### src/rtl/mem_bus_if_if.sv
// Memory-side bus of the multicycle core: request/ack handshake with address,
// write data and returned read data.
interface mem_bus_if_if #(
  parameter int ADDR_W = 32,
  parameter int DATA_W = 32
);
  logic              mem_req;
  logic              mem_we;
  logic [ADDR_W-1:0] mem_adr;
  logic [DATA_W-1:0] mem_wdata;
  logic              mem_ack;
  logic [DATA_W-1:0] mem_rdata;

  modport master (
    output mem_req, mem_we, mem_adr, mem_wdata,
    input  mem_ack, mem_rdata
  );

  modport slave (
    input  mem_req, mem_we, mem_adr, mem_wdata,
    output mem_ack, mem_rdata
  );
endinterface

### src/rtl/mem_bus_if.sv
// Single-outstanding memory access engine between the multicycle core and a
// variable-latency memory, with a timeout abort and a BUSY-cycle counter.
//
// state | meaning
// IDLE  | waiting for core_req; request fields captured on entry to BUSY
// BUSY  | mem_req held from captured fields until ack or timeout
// DONE  | one-cycle core_done pulse, then back to IDLE
module mem_bus_if #(
  parameter int                ADDR_W   = 32,
  parameter int                DATA_W   = 32,
  parameter int                TIMEOUT  = 255,
  parameter logic [DATA_W-1:0] ERR_DATA = 'h13
) (
  input  logic              clk,
  input  logic              reset,
  input  logic              core_req,
  input  logic              core_we,
  input  logic [ADDR_W-1:0] core_adr,
  input  logic [DATA_W-1:0] core_wdata,
  output logic              core_done,
  output logic [DATA_W-1:0] core_rdata,
  output logic              bus_err,
  output logic [31:0]       wait_cycles,
  mem_bus_if_if.master      mem
);

  typedef enum logic [1:0] {IDLE, BUSY, DONE} state_t;

  state_t     state;
  logic [7:0] tmo_cnt;
  logic       expired;

  // A timeout first drops mem_req in BUSY cycle TIMEOUT, then spends one more
  // BUSY cycle with the request withdrawn before reporting the abort.
  always_ff @(posedge clk) begin
    if (reset) begin
      state         <= IDLE;
      tmo_cnt       <= '0;
      expired       <= 1'b0;
      core_done     <= 1'b0;
      core_rdata    <= '0;
      bus_err       <= 1'b0;
      wait_cycles   <= '0;
      mem.mem_req   <= 1'b0;
      mem.mem_we    <= 1'b0;
      mem.mem_adr   <= '0;
      mem.mem_wdata <= '0;
    end else begin
      case (state)
        IDLE: begin
          core_done <= 1'b0;
          if (core_req) begin
            mem.mem_we    <= core_we;
            mem.mem_adr   <= core_adr;
            mem.mem_wdata <= core_wdata;
            mem.mem_req   <= 1'b1;
            tmo_cnt       <= '0;
            expired       <= 1'b0;
            state         <= BUSY;
          end
        end
        BUSY: begin
          if (wait_cycles != 32'hFFFF_FFFF) wait_cycles <= wait_cycles + 32'd1;
          if (expired) begin
            bus_err   <= 1'b1;
            if (!mem.mem_we) core_rdata <= ERR_DATA;
            core_done <= 1'b1;
            state     <= DONE;
          end else if (mem.mem_ack) begin
            if (!mem.mem_we) core_rdata <= mem.mem_rdata;
            mem.mem_req <= 1'b0;
            core_done   <= 1'b1;
            state       <= DONE;
          end else begin
            tmo_cnt <= tmo_cnt + 8'd1;
            if (tmo_cnt == 8'(TIMEOUT - 1)) begin
              expired     <= 1'b1;
              mem.mem_req <= 1'b0;
            end
          end
        end
        DONE: begin
          core_done <= 1'b0;
          state     <= IDLE;
        end
        default: begin
          mem.mem_req <= 1'b0;
          core_done   <= 1'b0;
          state       <= IDLE;
        end
      endcase
    end
  end

endmodule

### src/flat_wrapper.sv
// flat-port wrapper written by rule: the top's interface ports become plain ports
module mem_bus_if_flat 
#(
  parameter int                ADDR_W   = 32,
  parameter int                DATA_W   = 32,
  parameter int                TIMEOUT  = 255,
  parameter logic [DATA_W-1:0] ERR_DATA = 'h13
)
  (clk, reset, core_req, core_we, core_adr, core_wdata, core_done, core_rdata, bus_err, wait_cycles, mem_mem_req, mem_mem_we, mem_mem_adr, mem_mem_wdata, mem_mem_ack, mem_mem_rdata);
  mem_bus_if_if #(.ADDR_W(ADDR_W), .DATA_W(DATA_W)) mem_i ();
  input  logic clk;
  input  logic reset;
  input  logic core_req;
  input  logic core_we;
  input  logic [ADDR_W-1:0] core_adr;
  input  logic [DATA_W-1:0] core_wdata;
  output logic core_done;
  output logic [DATA_W-1:0] core_rdata;
  output logic bus_err;
  output logic [31:0] wait_cycles;
  output wire logic [$bits(mem_i.mem_req)-1:0] mem_mem_req;
  output wire logic [$bits(mem_i.mem_we)-1:0] mem_mem_we;
  output wire logic [$bits(mem_i.mem_adr)-1:0] mem_mem_adr;
  output wire logic [$bits(mem_i.mem_wdata)-1:0] mem_mem_wdata;
  input wire logic [$bits(mem_i.mem_ack)-1:0] mem_mem_ack;
  input wire logic [$bits(mem_i.mem_rdata)-1:0] mem_mem_rdata;
  assign mem_mem_req = mem_i.mem_req;
  assign mem_mem_we = mem_i.mem_we;
  assign mem_mem_adr = mem_i.mem_adr;
  assign mem_mem_wdata = mem_i.mem_wdata;
  assign mem_i.mem_ack = mem_mem_ack;
  assign mem_i.mem_rdata = mem_mem_rdata;
  mem_bus_if #(.ADDR_W(ADDR_W), .DATA_W(DATA_W), .TIMEOUT(TIMEOUT), .ERR_DATA(ERR_DATA)) u_core (.clk(clk), .reset(reset), .core_req(core_req), .core_we(core_we), .core_adr(core_adr), .core_wdata(core_wdata), .core_done(core_done), .core_rdata(core_rdata), .bus_err(bus_err), .wait_cycles(wait_cycles), .mem(mem_i));
endmodule
### config.mk
export PLATFORM = sky130hd
export DESIGN_NAME = mem_bus_if_flat
export DESIGN_NICKNAME = d
export VERILOG_FILES = /design/src/rtl/mem_bus_if_if.sv /design/src/rtl/mem_bus_if.sv /design/src/flat_wrapper.sv
export SDC_FILE = /design/constraint.sdc
export NUM_CORES = 1
export LEC_CHECK = 0
export ABC_AREA = 1
export CAP_MARGIN = 20
export CORE_MARGIN = 3
export CORE_UTILIZATION = 44
export CTS_BUF_LIST = sky130_fd_sc_hd__clkbuf_4 sky130_fd_sc_hd__clkbuf_8 sky130_fd_sc_hd__clkbuf_16
export DETAILED_ROUTE_END_ITERATION = 10
export PLACE_DENSITY = 0.8
export RECOVER_POWER = 100
export SLEW_MARGIN = 0
export SYNTH_ARGS = -nofsm -noshare
export SYNTH_HDL_FRONTEND = slang
export SYNTH_SLANG_ARGS = --single-unit
### constraint.sdc
create_clock -name clk -period 1.8 [get_ports clk]
set_input_delay 0.54 -clock clk [delete_from_list [all_inputs] [get_ports clk]]
set_output_delay 0.54 -clock clk [all_outputs]
set_load 0.01 [all_outputs]
==> out/results.md <==
### Clocking
* 2 — maximum buffer depth of the clock tree
* 0.42 ns — clock insertion delay at the later pin of the skew report
* 17 — total CTS buffers
* 0.06 ns — clock slew at the register clock pins of the worst setup and hold paths
* 143 — Sinks on Clock Net
* built — clock tree from TritonCTS
* 0 — number of buffers added for setup after CTS
* sky130_fd_sc_hd__clkbuf_16 — CTS Root Cell
* 4 — H-tree level count

### Global route
* 58 — largest net degree at the start of global routing
* 0.230 — GR Util All Layers
* 5,587 — vias in the first global route
* 0 — Remaining Overflow, GRT
* 27.7 mm — global-route wire length before repair
* 0 — antenna violations before repair

### Timing
* 0.439 ns — worst hold margin
* 0.0371 ns — Final Worst Setup Slack
* 1.76 ns — clock period minus worst slack
* 0 — final number of setup-violating endpoints
* 0 ns — Setup TNS Final
* 567 MHz — fmax
* 0.0113 ns — setup clock skew after layout
* 0.585 ns — transition time at the pin with the least slew margin
* 0.979 — Tcrit/Tclk final
* yes — setup repair after global routing missed its margin
* 0 — number of failing hold endpoints at the final stage
* 0.610 — Max transition margin
* 0 — number of slew-limit violations in the final report

### Pwr
* 0.134 — logic gate share of total power
* 0.239 — switching fraction of total power
* 0.00189 W — Switching Power
* 0.00602 W — total internal power
* 878 nW/um2 — power density over the cells
* 4.09 nW — Leakage
* 0.435 — share of total power in sequential cells
* 0.431 — power share of the clock group
* 0.646 mV — peak supply drop

### Setup path
* register — kind of start point of the critical path
* register to output pin — class of the most critical setup path
* 1.22 ns — Data arrival, critical path
* 1.26 ns — CP required
* 4 — Max FO, Critical Path
* output pin — critical path endpoint category
* u_core.wait_cycles[0] — start of the worst register-to-register path
* u_core.wait_cycles[10] — reg-to-reg endpoint
* 0.08 ns — R2R setup slack
* 9 — R2R cell count

### Floorplan
* 0.453 — Starting Density
* 13,300 um2 — standard cell core area
* 15,100 um2 — total die area
* 123 um — die width
* 123 um — Vert. Die Dim
* 42 — Rows
* 233 — number of top-level pins

### Synth
* 143 — number of synthesized register bits
* sky130_fd_sc_hd__dfxtp_1 — prevailing post-synth register cell
* 0 — Warnings, synthesis
* 32 — Yosys cell types
* 7.10 um2 — mean instance size in the synthesized netlist
* sky130_fd_sc_hd__dfxtp_1 — cell taking the most area after synthesis
* 0 — post-synthesis async set-or-reset flop share
* 6020 um2 — post-synthesis instance area
* sky130_fd_sc_hd__nor2_1 (221), sky130_fd_sc_hd__nand2_1 (164), sky130_fd_sc_hd__dfxtp_1 (143) — commonest cells in the synthesized netlist
* 0.476 — top cell type's share of synthesized area
* sky130_fd_sc_hd__nor2_1 — most numerous cell in the Yosys netlist
* sky130_fd_sc_hd__dfxtp_1 (48%), sky130_fd_sc_hd__nor2_1 (14%), sky130_fd_sc_hd__nand2_1 (10%) — cells taking the most area after synthesis
* 0.476 — sequential element share of the synthesized area
* 848 — post-synthesis instance total
* 0 — EDFF count, synth
* 952 — number of nets produced by synthesis

### Placed design
* 232 — Buffers on Ports
* 12.8 mm — detailed placement HPWL
* 8620 um2 — post-detailed-placement cell area
* 0.880 — routability congestion estimate from global placement
* -0.119 ns — setup slack at placement

### Routing
* 18.0 mm — overall routed net length
* 0 — Remaining DRCs
* 4.90 — vias per inst
* 6,225 — vias post-DR
* 14.2 um — routed wire length per instance
* 378 — initial drt markers
* 0 — number of nets with antenna violations after routing
* 4 — number of detailed-routing iterations run before antenna repair

### Worst hold path
* reset — worst hold start
* 2 — Hold Path Depth
* u_core.wait_cycles[19] — worst hold path endpoint
* primary input to register — Hold Crit Class

### Layout
* 1,186 — Final #Nets
* 9000 um2 — final design instance area without fill
* 0 — number of diodes added for antenna fixing
* 0.0823 — layout cell share with drive strength beyond 1
* 49.5% — Layout area overhead
* 1,188 — fillers

### Flow run
* 0 — Max-Cap Viols

### Outcome
* finished, final reports clean — status

-- logic make-up (layout without fill, tap and decap cells) --
kind of cell | after synthesis | after routing | share of synthesized area
buf+inv | 94 | 340 | 0.0638
fa+ha+maj | 3 | 3 | 0.00624
xor+xnor | 14 | 14 | 0.0204
compound gates | 131 | 131 | 0.120
simple gates | 463 | 463 | 0.314
flops | 143 | 143 | 0.476
-- flip-flops by register name (all words and copies together) (netlist names) --
name	count
u_core.wait_cycles	32
u_core.bus_err	1
u_core.mem.mem_we	1
u_core.mem.mem_wdata	32
u_core.mem.mem_adr	32
u_core.state	2
u_core.core_rdata	32
u_core.expired	1
u_core.mem.mem_req	1
u_core.tmo_cnt	8
u_core.core_done	1
-- layer usage --
metal / track usage / routed length, um
met5: 0 / 0
met1: 0.279 / 7200
met4: 0.0819 / 359
met3: 0.0563 / 1590
met2: 0.398 / 8860
-- critical path: stages (launching register included) --
cell,delay [ns]
sky130_fd_sc_hd__dfxtp_1,0.32
sky130_fd_sc_hd__clkbuf_1,0.19
sky130_fd_sc_hd__dlygate4sd2_1,0.30
-- power by group through the flow --
stage | Clock (W) | Sequential (W) | Combinational (W)
floorplan | 0 | 0.00359 | 0.000404
global placement | 0 | 0.00350 | 0.00118
detailed placement | 0 | 0.00351 | 0.00119
CTS | 0.00346 | 0.00344 | 0.00108
global route | 0.00358 | 0.00346 | 0.00117
finish | 0.00341 | 0.00344 | 0.00106
-- repair_timing --
item	4_1_cts	5_1_grt
hold buffers	0	0
setup endpoints to repair	132	6
hold endpoints to repair	0	0
resized for setup	150	0
-- how the worst max path moves through the flow --
stage	slack (ns)	to	startpoint	depth (start not counted)
6_report	0.04	wait_cycles[13]	u_core.wait_cycles[13]	2
5_1_grt	-0.03	u_core.wait_cycles[12]	u_core.wait_cycles[0]	9
4_1_cts	0.07	u_core.wait_cycles[10]	u_core.wait_cycles[0]	9
3_5_place_dp	-0.12	u_core.tmo_cnt[4]	mem_mem_ack	9
3_3_place_gp	-0.09	u_core.tmo_cnt[7]	mem_mem_ack	9
2_1_floorplan	0.15	u_core.wait_cycles[20]	u_core.wait_cycles[1]	11
-- per-stage QoR --
step	instances	utilization	power [W]
6_report	1270	0.677	0.00791
5_1_grt	1270	0.677	0.00821
4_1_cts	1270	0.681	0.00798
3_5_place_dp	1239	0.648	0.00470
3_3_place_gp	1239	0.648	0.00468
2_1_floorplan	848	-	0.00399
-- placed cells by master (no fill, tap or decap), types with 2 or more instances in the layout --
cell type / Yosys / final
sky130_fd_sc_hd__a21oi_1: 34 / 34
sky130_fd_sc_hd__a21oi_2: 14 / 14
sky130_fd_sc_hd__buf_12: 0 / 2
sky130_fd_sc_hd__buf_4: 1 / 16
sky130_fd_sc_hd__clkbuf_1: 28 / 3
sky130_fd_sc_hd__clkbuf_16: 0 / 17
sky130_fd_sc_hd__clkbuf_2: 0 / 2
sky130_fd_sc_hd__clkbuf_4: 0 / 7
sky130_fd_sc_hd__clkbuf_8: 0 / 6
sky130_fd_sc_hd__clkdlybuf4s50_1: 0 / 99
sky130_fd_sc_hd__clkinv_2: 0 / 3
sky130_fd_sc_hd__dfxtp_1: 143 / 138
sky130_fd_sc_hd__dfxtp_2: 0 / 5
sky130_fd_sc_hd__dlygate4sd2_1: 0 / 132
sky130_fd_sc_hd__ha_1: 3 / 3
sky130_fd_sc_hd__inv_1: 48 / 48
sky130_fd_sc_hd__inv_2: 2 / 2
sky130_fd_sc_hd__nand2_1: 164 / 164
sky130_fd_sc_hd__nand2_2: 3 / 3
sky130_fd_sc_hd__nand2_4: 2 / 2
sky130_fd_sc_hd__nand3_1: 45 / 44
sky130_fd_sc_hd__nand3_2: 1 / 2
sky130_fd_sc_hd__nand4_1: 7 / 7
sky130_fd_sc_hd__nor2_1: 221 / 221
sky130_fd_sc_hd__nor2_2: 5 / 5
sky130_fd_sc_hd__nor3_1: 11 / 11
sky130_fd_sc_hd__o21ai_0: 75 / 75
sky130_fd_sc_hd__o21ai_1: 3 / 3
sky130_fd_sc_hd__o22ai_1: 2 / 2
sky130_fd_sc_hd__xnor2_1: 5 / 5
sky130_fd_sc_hd__xor2_1: 9 / 9
-- area by class of cell --
class                   instances  area, um2  share of cell area
well taps                     176        220              0.0245
clock buffers                  26        531              0.0589
clock inverters                 5       52.6             0.00584
flip-flops and latches        143       2870               0.319
inverters                      50        188              0.0209
multi-input cells             611       2780               0.309
repair buffers                259       2360               0.263
No activity file was read; power rests on OpenSTA's default activity.
